### src/rtl/alu_pkg.sv
// Shared types and constants for the arithmetic blocks.
package alu_pkg;

    localparam int unsigned DivWidth = 4;

    typedef enum logic [1:0] {
        StIdle = 2'd0,
        StCalc = 2'd1,
        StDone = 2'd2
    } div_state_e;

endpackage

### src/rtl/div_step.sv
// One restoring-division step: shift in a dividend bit, subtract the divisor if it fits.
module div_step
    import alu_pkg::*;
#(
    parameter int unsigned N = DivWidth
) (
    input  logic [N:0]   i_rem,
    input  logic         i_bit,
    input  logic [N-1:0] i_divisor,
    output logic [N:0]   o_rem,
    output logic         o_qbit
);

    logic [N+1:0] w_shift;
    logic [N+1:0] w_diff;

    // One extra bit so the sign of the trial subtraction is never lost.
    assign w_shift = {i_rem, i_bit};
    assign w_diff  = w_shift - {2'b00, i_divisor};
    assign o_qbit  = ~w_diff[N+1];
    assign o_rem   = o_qbit ? w_diff[N:0] : w_shift[N:0];

endmodule

### src/rtl/seq_divider.sv
// Multi-cycle unsigned restoring divider producing one quotient bit per clock, MSB first.
module seq_divider
    import alu_pkg::*;
#(
    parameter int unsigned N = DivWidth
) (
    input  logic         clk,
    input  logic         rst,
    input  logic         start,
    input  logic [N-1:0] a,
    input  logic [N-1:0] b,
    output logic [N-1:0] q,
    output logic [N-1:0] r,
    output logic         busy,
    output logic         done,
    output logic         div_zero
);

    localparam int unsigned CntW = $clog2(N + 1);

    div_state_e r_state;
    div_state_e w_state_next;

    logic [N-1:0]    r_a;
    logic [N-1:0]    r_b;
    logic [N:0]      r_rem;
    logic [CntW-1:0] r_cnt;
    logic [N-1:0]    r_q;
    logic [N-1:0]    r_r;
    logic            r_div_zero;

    logic [N:0] w_rem;
    logic       w_qbit;
    logic       w_last;

    div_step #(
        .N(N)
    ) u_div_step (
        .i_rem    (r_rem),
        .i_bit    (r_a[N-1]),
        .i_divisor(r_b),
        .o_rem    (w_rem),
        .o_qbit   (w_qbit)
    );

    assign w_last = (r_cnt == CntW'(N - 1));

    always_ff @(posedge clk or posedge rst) begin
        if (rst) begin
            r_state <= StIdle;
        end else begin
            r_state <= w_state_next;
        end
    end

    always_comb begin
        w_state_next = r_state;
        unique case (r_state)
            StIdle: begin
                if (start) begin
                    w_state_next = (b == '0) ? StDone : StCalc;
                end
            end
            StCalc: begin
                if (w_last) begin
                    w_state_next = StDone;
                end
            end
            StDone:  w_state_next = StIdle;
            default: w_state_next = StIdle;
        endcase
    end

    always_comb begin
        busy = (r_state != StIdle);
        done = (r_state == StDone);
    end

    always_ff @(posedge clk or posedge rst) begin
        if (rst) begin
            r_a        <= '0;
            r_b        <= '0;
            r_rem      <= '0;
            r_cnt      <= '0;
            r_q        <= '0;
            r_r        <= '0;
            r_div_zero <= 1'b0;
        end else begin
            unique case (r_state)
                StIdle: begin
                    if (start) begin
                        r_a   <= a;
                        r_b   <= b;
                        r_rem <= '0;
                        r_cnt <= '0;
                        if (b == '0) begin
                            r_q        <= '0;
                            r_r        <= '0;
                            r_div_zero <= 1'b1;
                        end else begin
                            r_div_zero <= 1'b0;
                        end
                    end
                end
                StCalc: begin
                    r_a   <= r_a << 1;
                    r_rem <= w_rem;
                    r_q   <= {r_q[N-2:0], w_qbit};
                    r_cnt <= r_cnt + CntW'(1);
                    // Remainder is published only once the final step has settled.
                    if (w_last) begin
                        r_r <= w_rem[N-1:0];
                    end
                end
                default: begin
                end
            endcase
        end
    end

    assign q        = r_q;
    assign r        = r_r;
    assign div_zero = r_div_zero;

endmodule

### config.mk
export PLATFORM = sky130hd
export DESIGN_NAME = seq_divider
export DESIGN_NICKNAME = d
export VERILOG_FILES = /design/src/rtl/alu_pkg.sv /design/src/rtl/div_step.sv /design/src/rtl/seq_divider.sv
export SDC_FILE = /design/constraint.sdc
export NUM_CORES = 1
export LEC_CHECK = 0
export BUFFER_PORTS_ARGS = -buffer_cell sky130_fd_sc_hd__clkbuf_2
export CORE_MARGIN = 4
export CORE_UTILIZATION = 40
export DETAILED_ROUTE_END_ITERATION = 10
export GPL_ROUTABILITY_DRIVEN = 0
export PLACE_DENSITY = 0.68
export RECOVER_POWER = 25
export SYNTH_ARGS = -nofsm -noshare
export SYNTH_HDL_FRONTEND = slang
export SYNTH_SLANG_ARGS = --single-unit
### constraint.sdc
create_clock -name clk -period 5 [get_ports clk]
set_clock_uncertainty 0.05 [all_clocks]
set_input_delay 0.75 -clock clk [delete_from_list [all_inputs] [get_ports clk]]
set_output_delay 0.75 -clock clk [all_outputs]
set_load 0.03 [all_outputs]
# Word-level counts from Yosys, hierarchy flattened
# Cells that the tools add are included.
[word_totals]
regBits = 27
latch_bits = 0
mem_bits_rw = 0
romBits = 0
input_bits = 11
out_inout_bits = 11
word_cells = 43
mem_count = 0
[classes]
n_addsub = 2
n_mul = 0
n_div = 0
magnitude_cmp = 0
eq_ne = 6
n_shift = 0
mux = 17
n_bitwise = 1
n_reduce_logical = 9
[ops]
columns = ["cell", "count"]
rows = [
  ["4-bit case mux with 2 select lines", 3],
  ["4-bit two-way mux", 4],
  ["5-bit two-way mux", 2],
  ["5-bit case mux with 2 select lines", 1],
  ["2-bit two-way mux", 3],
  ["2-bit != test (second input constant)", 3],
  ["3-bit case mux with 2 select lines", 1],
  ["2-bit AND reduction", 3],
  ["6-bit by 4-bit subtractor with 6-bit output", 1],
  ["4-bit zero test", 1],
  ["2-bit case mux with 2 select lines", 1],
  ["4-bit AND reduction", 1],
  ["2-bit nonzero test", 2],
  ["3-bit by 1-bit adder with 3-bit output (second input constant)", 1],
  ["3-bit by 2-bit == test with 1-bit output (second input constant)", 1],
  ["3-bit two-way mux", 1],
  ["3-bit AND reduction", 1],
  ["2-bit by 1-bit == test with 1-bit output (second input constant)", 1],
  ["2-bit == test (second input constant)", 1],
  ["2-bit zero test", 1],
  ["1-bit two-way mux", 1],
  ["1-bit inverter", 1],
]

# Logic depth before layout (Yosys ltp)
[logic_depth]
depth_word = 4
mapped_depth = 9

# Hierarchy
# A second synthesis with hierarchy kept.
[unflattened]
cells_unflattened = 124
hier_area_um2 = 1488.9
[modules_own_cells]
columns = ["mod", "instances", "cells_per_inst", "area_per_inst_um2", "seq_area_each_um2"]
rows = [
  ["seq_divider", 1, 87, 1144.8, 675.6],
  ["div_step", 1, 37, 344.1, 0.0],
]

# Worst setup path after synthesis
# OpenSTA, ideal clock, no wires.
[synth_timing]
path_kind = "input -> register"
start = "input b[0]"
end = "register r_r[2], in the netlist r[2]"
setup_ps = 125
arrival_ps = 1808
required_time_ps = 4825
path_slack_ps = 3017
path_stages = 5
path_buffers = 0
cell_sequence = "nor4_2 -> nand3b_1 -> a21o_1 -> inv_1 -> mux2_2"
[synth_between]
elab_chain_cells = 3
[synth_rtl]
columns = ["element", "line_no", "source"]
rows = [
  ["start: declaration", "seq_divider.sv:11", "input logic [N-1:0] b,"],
  ["4-bit zero test", "seq_divider.sv:96", "if (b == '0) begin"],
  ["2-bit != test (no source line)", "--", ""],
  ["4-bit AND reduction (no source line)", "--", ""],
  ["end signal: assignment", "seq_divider.sv:112", "r_r <= w_rem[N-1:0];"],
  ["end: declaration", "seq_divider.sv:29", "logic [N-1:0] r_r;"],
]
# No other way between the ends.
# A chain may end at the register's enable or synchronous reset.

# Final worst setup path
[layout_timing]
start = "register r_b[1]"
end = "register r_r[0], in the netlist r[0]"
[layout_between]
elab_chain_cells = 4
[layout_rtl]
columns = ["element", "line_no", "source"]
rows = [
  ["start: declaration", "seq_divider.sv:25", "logic [N-1:0] r_b;"],
  ["start signal: assignment", "seq_divider.sv:82", "r_b <= '0;"],
  ["start signal: assignment", "seq_divider.sv:93", "r_b <= b;"],
  ["6-bit by 4-bit subtractor with 6-bit output", "div_step.sv:19", "assign w_diff = w_shift - {2'b00, i_divisor};"],
  ["5-bit two-way mux", "div_step.sv:21", "assign o_rem = o_qbit ? w_diff[N:0] : w_shift[N:0];"],
  ["4-bit two-way mux", "seq_divider.sv:111", "if (w_last) begin"],
  ["4-bit case mux with 2 select lines", "seq_divider.sv:89", "unique case (r_state)"],
]
# No other way between the ends. The select of a mux whose other input is x is not followed.

==> run summary <==
FLOORPLANNING
------------------------------------------------------------------------------------------------------
Number of cell rows                                                                                 20
Initial core utilization                                                                         0.432
Floorplan die area                                                                            4400 um2
Die span in x                                                                                  66.3 um
Top-level I/O count                                                                                 22
Core area                                                                                     3150 um2
Height of the chip                                                                             66.3 um

YOSYS
------------------------------------------------------------------------------------------------------
Leading post-synthesis cells by cell area                                                 sky130_fd_sc_hd__dfrtp_1 (50%), sky130_fd_sc_hd__mux2_2 (5.8%), sky130_fd_sc_hd__nand2_1 (5.8%)
Number of flops mapped to enable cells by yosys                                                      0
Post-synthesis xor/xnor area fraction                                                           0.0129
Fraction of the mapped netlist area in adder cells                                              0.0699
Mapped Nets                                                                                        144
FF+latch count, synth                                                                               27
Mean post-synth cell area                                                                     10.8 um2
Cell count after synthesis                                                                         126
Proportion of register bits with asynchronous set or reset after synthesis                        1.00
Primary FF master, synth                                                                  sky130_fd_sc_hd__dfrtp_1
Simple-gate share of the synthesized area                                                        0.122
Sequential fraction of the synthesis area                                                        0.496
Post-synthesis instance area                                                                  1360 um2
Cell variety after synth                                                                            32
Cell type contributing the most total cell area after synthesis                           sky130_fd_sc_hd__dfrtp_1
Multiplexer share of the synthesized area                                                       0.0947
Compound-Gate Fraction of Synth Area                                                             0.171
Main combinational cell family by area after synthesis                                    compound AO/OA/AOI/OAI gates
Yosys top cell area share                                                                        0.496
Yosys synthesis warning count                                                                        0

LAYOUT
------------------------------------------------------------------------------------------------------
Combined area of the multi-input logic cells                                                   634 um2
Fraction of layout cells with a size suffix above 1                                              0.230
Antenna diode instance count                                                                         0
Synth-to-layout area growth                                                                      12.3%
Most frequent cells in the layout                                                         sky130_fd_sc_hd__dfrtp_1 (27), sky130_fd_sc_hd__nand2_1 (21), sky130_fd_sc_hd__clkbuf_2 (20), sky130_fd_sc_hd__o21ai_0 (11), sky130_fd_sc_hd__inv_1 (9)
Fillers                                                                                            308
Fin cells                                                                                          192
Final core occ                                                                                   0.485
Sequential Area                                                                                676 um2
Commonest non-fill, non-tap cell in the layout                                            sky130_fd_sc_hd__dfrtp_1
Fin nets                                                                                           167

DETAILED ROUTING
------------------------------------------------------------------------------------------------------
Iteration-0 DRC Markers                                                                             44
Detailed Routing Iterations Pass 1                                                                   4
Number of routed nets with antenna violations                                                        0
Routed vias                                                                                       1034
Residual DRC                                                                                         0
Post-DR vias/cell                                                                                 5.39
Avg WL per Cell                                                                                14.1 um
Post-Route WL                                                                                  2.72 mm

POWER
------------------------------------------------------------------------------------------------------
Cell internal power dissipation                                                               0.624 mW
Fraction of power consumed by the clock network                                                  0.083
IR drop worst, VDD                                                                            0.374 mV
Fraction of power spent switching nets                                                           0.452
Power density over cell area                                                                745 nW/um2
Combinational fraction of design power                                                           0.571
Total net switching power                                                                     0.515 mW
Flop pwr share                                                                                   0.346
Cell leakage power                                                                            0.746 nW

CTS
------------------------------------------------------------------------------------------------------
Clock transition at the register clock pins on the worst setup and hold paths after CTS        0.14 ns
Hold-fix buffer count after cts                                                                      0
CTS Sinks                                                                                           27
Post-CTS Repair Setup Buffers                                                                        0
Deepest level of the CTS H-tree                                                                      1
Latest clock arrival within the worst-skew pair                                                0.32 ns
Clock tree root buffer cell                                                               sky130_fd_sc_hd__clkbuf_4
Clock Tree Buf Depth                                                                                 2
TritonCTS clock tree                                                                               yes
Clock buffer count from CTS                                                                          3
Post-cts repair resize count                                                                         0

WORST SETUP PATH
------------------------------------------------------------------------------------------------------
Class of the most critical setup path                                                     register to register
Critical path required time                                                                    5.21 ns
Top fanout value on the critical path                                                                4
Critical Path, Cell by Cell                                                               inv_1, ha_1, nor2b_1, o31a_1, o211ai_4, mux2_2, o21ai_1
Slowest Stage Delay on Critical Path                                                           0.41 ns
Slowest cell on crit path                                                                 sky130_fd_sc_hd__dfrtp_1
Worst setup SP type                                                                           register
Kind of end point of the critical path                                                        register
Arrival time reported for the critical path endpoint                                           2.29 ns

GLOBAL ROUTING
------------------------------------------------------------------------------------------------------
Vias in the first global route                                                                    1008
Wire length of the first global-routing pass                                                   4.71 mm
Total routing resource utilization after global routing                                          0.139
Initial antenna violation count                                                                      0
Global route overflow                                                                                0
Largest net degree at the start of global routing                                                   28

FLOW RUN
------------------------------------------------------------------------------------------------------
Max capacitance violation total                                                                      0

STA
------------------------------------------------------------------------------------------------------
Final critical-path share of the clock period                                                    0.417
Pins Over Slew Limit                                                                                 0
Minimum clock period                                                                           2.08 ns
FMAX                                                                                         0.480 GHz
Unrepaired setup endpoints after global routing                                                  false
Final-report setup violation count                                                                   0
Worst Max-Slew Pin Slew                                                                        1.09 ns
Total Negative Setup Slacks                                                                       0 ns
Hold violation total from the final report                                                           0
Relative slew margins                                                                            0.273

PLACEMENT
------------------------------------------------------------------------------------------------------
Port buffer count                                                                                   21
Number of placed cells counting well taps                                                          188
Half-perimeter wire length of the detailed placement result                                    2.02 mm

RUN STATUS
------------------------------------------------------------------------------------------------------
Result of the run                                                                         finished clean

WORST HOLD PATH
------------------------------------------------------------------------------------------------------
Type of the worst min-delay path                                                          register to register

-- through the flow --
step	area, um2	worst slack [ns]	total power [mW]	hold slack, ns
6_report	1530	2.92	1.14	0.449
5_1_grt	1530	2.73	1.25	0.484
4_1_cts	1540	2.91	1.15	0.452
3_5_place_dp	1510	2.79	1.05	0.420
3_3_place_gp	1510	2.85	1.02	0.411
2_1_floorplan	1360	3.02	0.895	0.400
-- worst paths after layout --
kind	slack, ns	start	cells after the start	end
max	2.92	r_b[1]	7	r[0]
min reg2reg	0.45	r_a[2]	2	r_a[2]
min	0.45	r_a[2]	2	r_a[2]
max reg2reg	2.92	r_b[1]	7	r[0]
min in group asynchronous	0.57	rst	2	q[3]
max in group asynchronous	3.73	rst	2	div_zero
-- routing by layer --
metal / track usage / vias to the layer above / wire length, um / share of wire
li1: - / 496 / - / -
met4: 0.0406 / 0 / 28 / 0.010
met1: 0.193 / 504 / 1250 / 0.46
met5: 0 / - / 0 / 0
met3: 0.0340 / 4 / 156 / 0.057
met2: 0.212 / 30 / 1280 / 0.47
-- critical path, delay by kind of cell (launching register included) --
| family | cells | cell delay [ns] |
|---|---|---|
| fa+ha+maj | 1 | 0.24 |
| compound gates | 3 | 0.69 |
| buf+inv | 1 | 0.12 |
| flops | 1 | 0.41 |
| simple gates | 1 | 0.15 |
| mux | 1 | 0.38 |
-- power by group through the flow --
stage | combinational, mW | clock, mW | sequential, mW
final | 0.650 | 0.0950 | 0.394
after global routing | 0.731 | 0.108 | 0.407
after CTS | 0.657 | 0.0953 | 0.393
after detailed placement | 0.650 | 0 | 0.398
after global placement | 0.623 | 0 | 0.395
after floorplan | 0.455 | 0 | 0.440
-- sequential cells by signal (all words and copies together), names as in the netlist --
signal and cells:
r_rem 5, q 4, r 4, r_a 4, r_b 4, r_cnt 3
r_state 2, div_zero 1
-- cell families (layout without fill, tap and decap cells) --
| logic type | Yosys count | count (layout) |
|---|---|---|
| compound gates | 33 | 33 |
| buf+inv | 12 | 34 |
| xor+xnor | 2 | 2 |
| mux | 12 | 12 |
| fa+ha+maj | 7 | 7 |
| simple gates | 33 | 33 |
| flops | 27 | 27 |
-- synth_stat cells (2+ instances only) --
| library cell | instances |
|---|---|
| sky130_fd_sc_hd__o21ai_0 | 11 |
| sky130_fd_sc_hd__o2111ai_1 | 2 |
| sky130_fd_sc_hd__ha_1 | 6 |
| sky130_fd_sc_hd__xor2_1 | 2 |
| sky130_fd_sc_hd__a21o_1 | 3 |
| sky130_fd_sc_hd__dfrtp_1 | 27 |
| sky130_fd_sc_hd__nor2b_1 | 3 |
| sky130_fd_sc_hd__mux2i_1 | 5 |
| sky130_fd_sc_hd__nand2_1 | 21 |
| sky130_fd_sc_hd__o21ai_1 | 3 |
| sky130_fd_sc_hd__mux2_2 | 7 |
| sky130_fd_sc_hd__a22o_1 | 4 |
| sky130_fd_sc_hd__clkbuf_1 | 3 |
| sky130_fd_sc_hd__a21oi_1 | 3 |
| sky130_fd_sc_hd__inv_1 | 9 |
-- cell type report --
type / instances / area share
clock buffers: 4 / 0.0172
repair buffers: 21 / 0.0679
multi-input cells: 87 / 0.415
flip-flops and latches: 27 / 0.442
inverters: 9 / 0.0221
well taps: 44 / 0.0360
No activity file was read; power rests on OpenSTA's default activity.
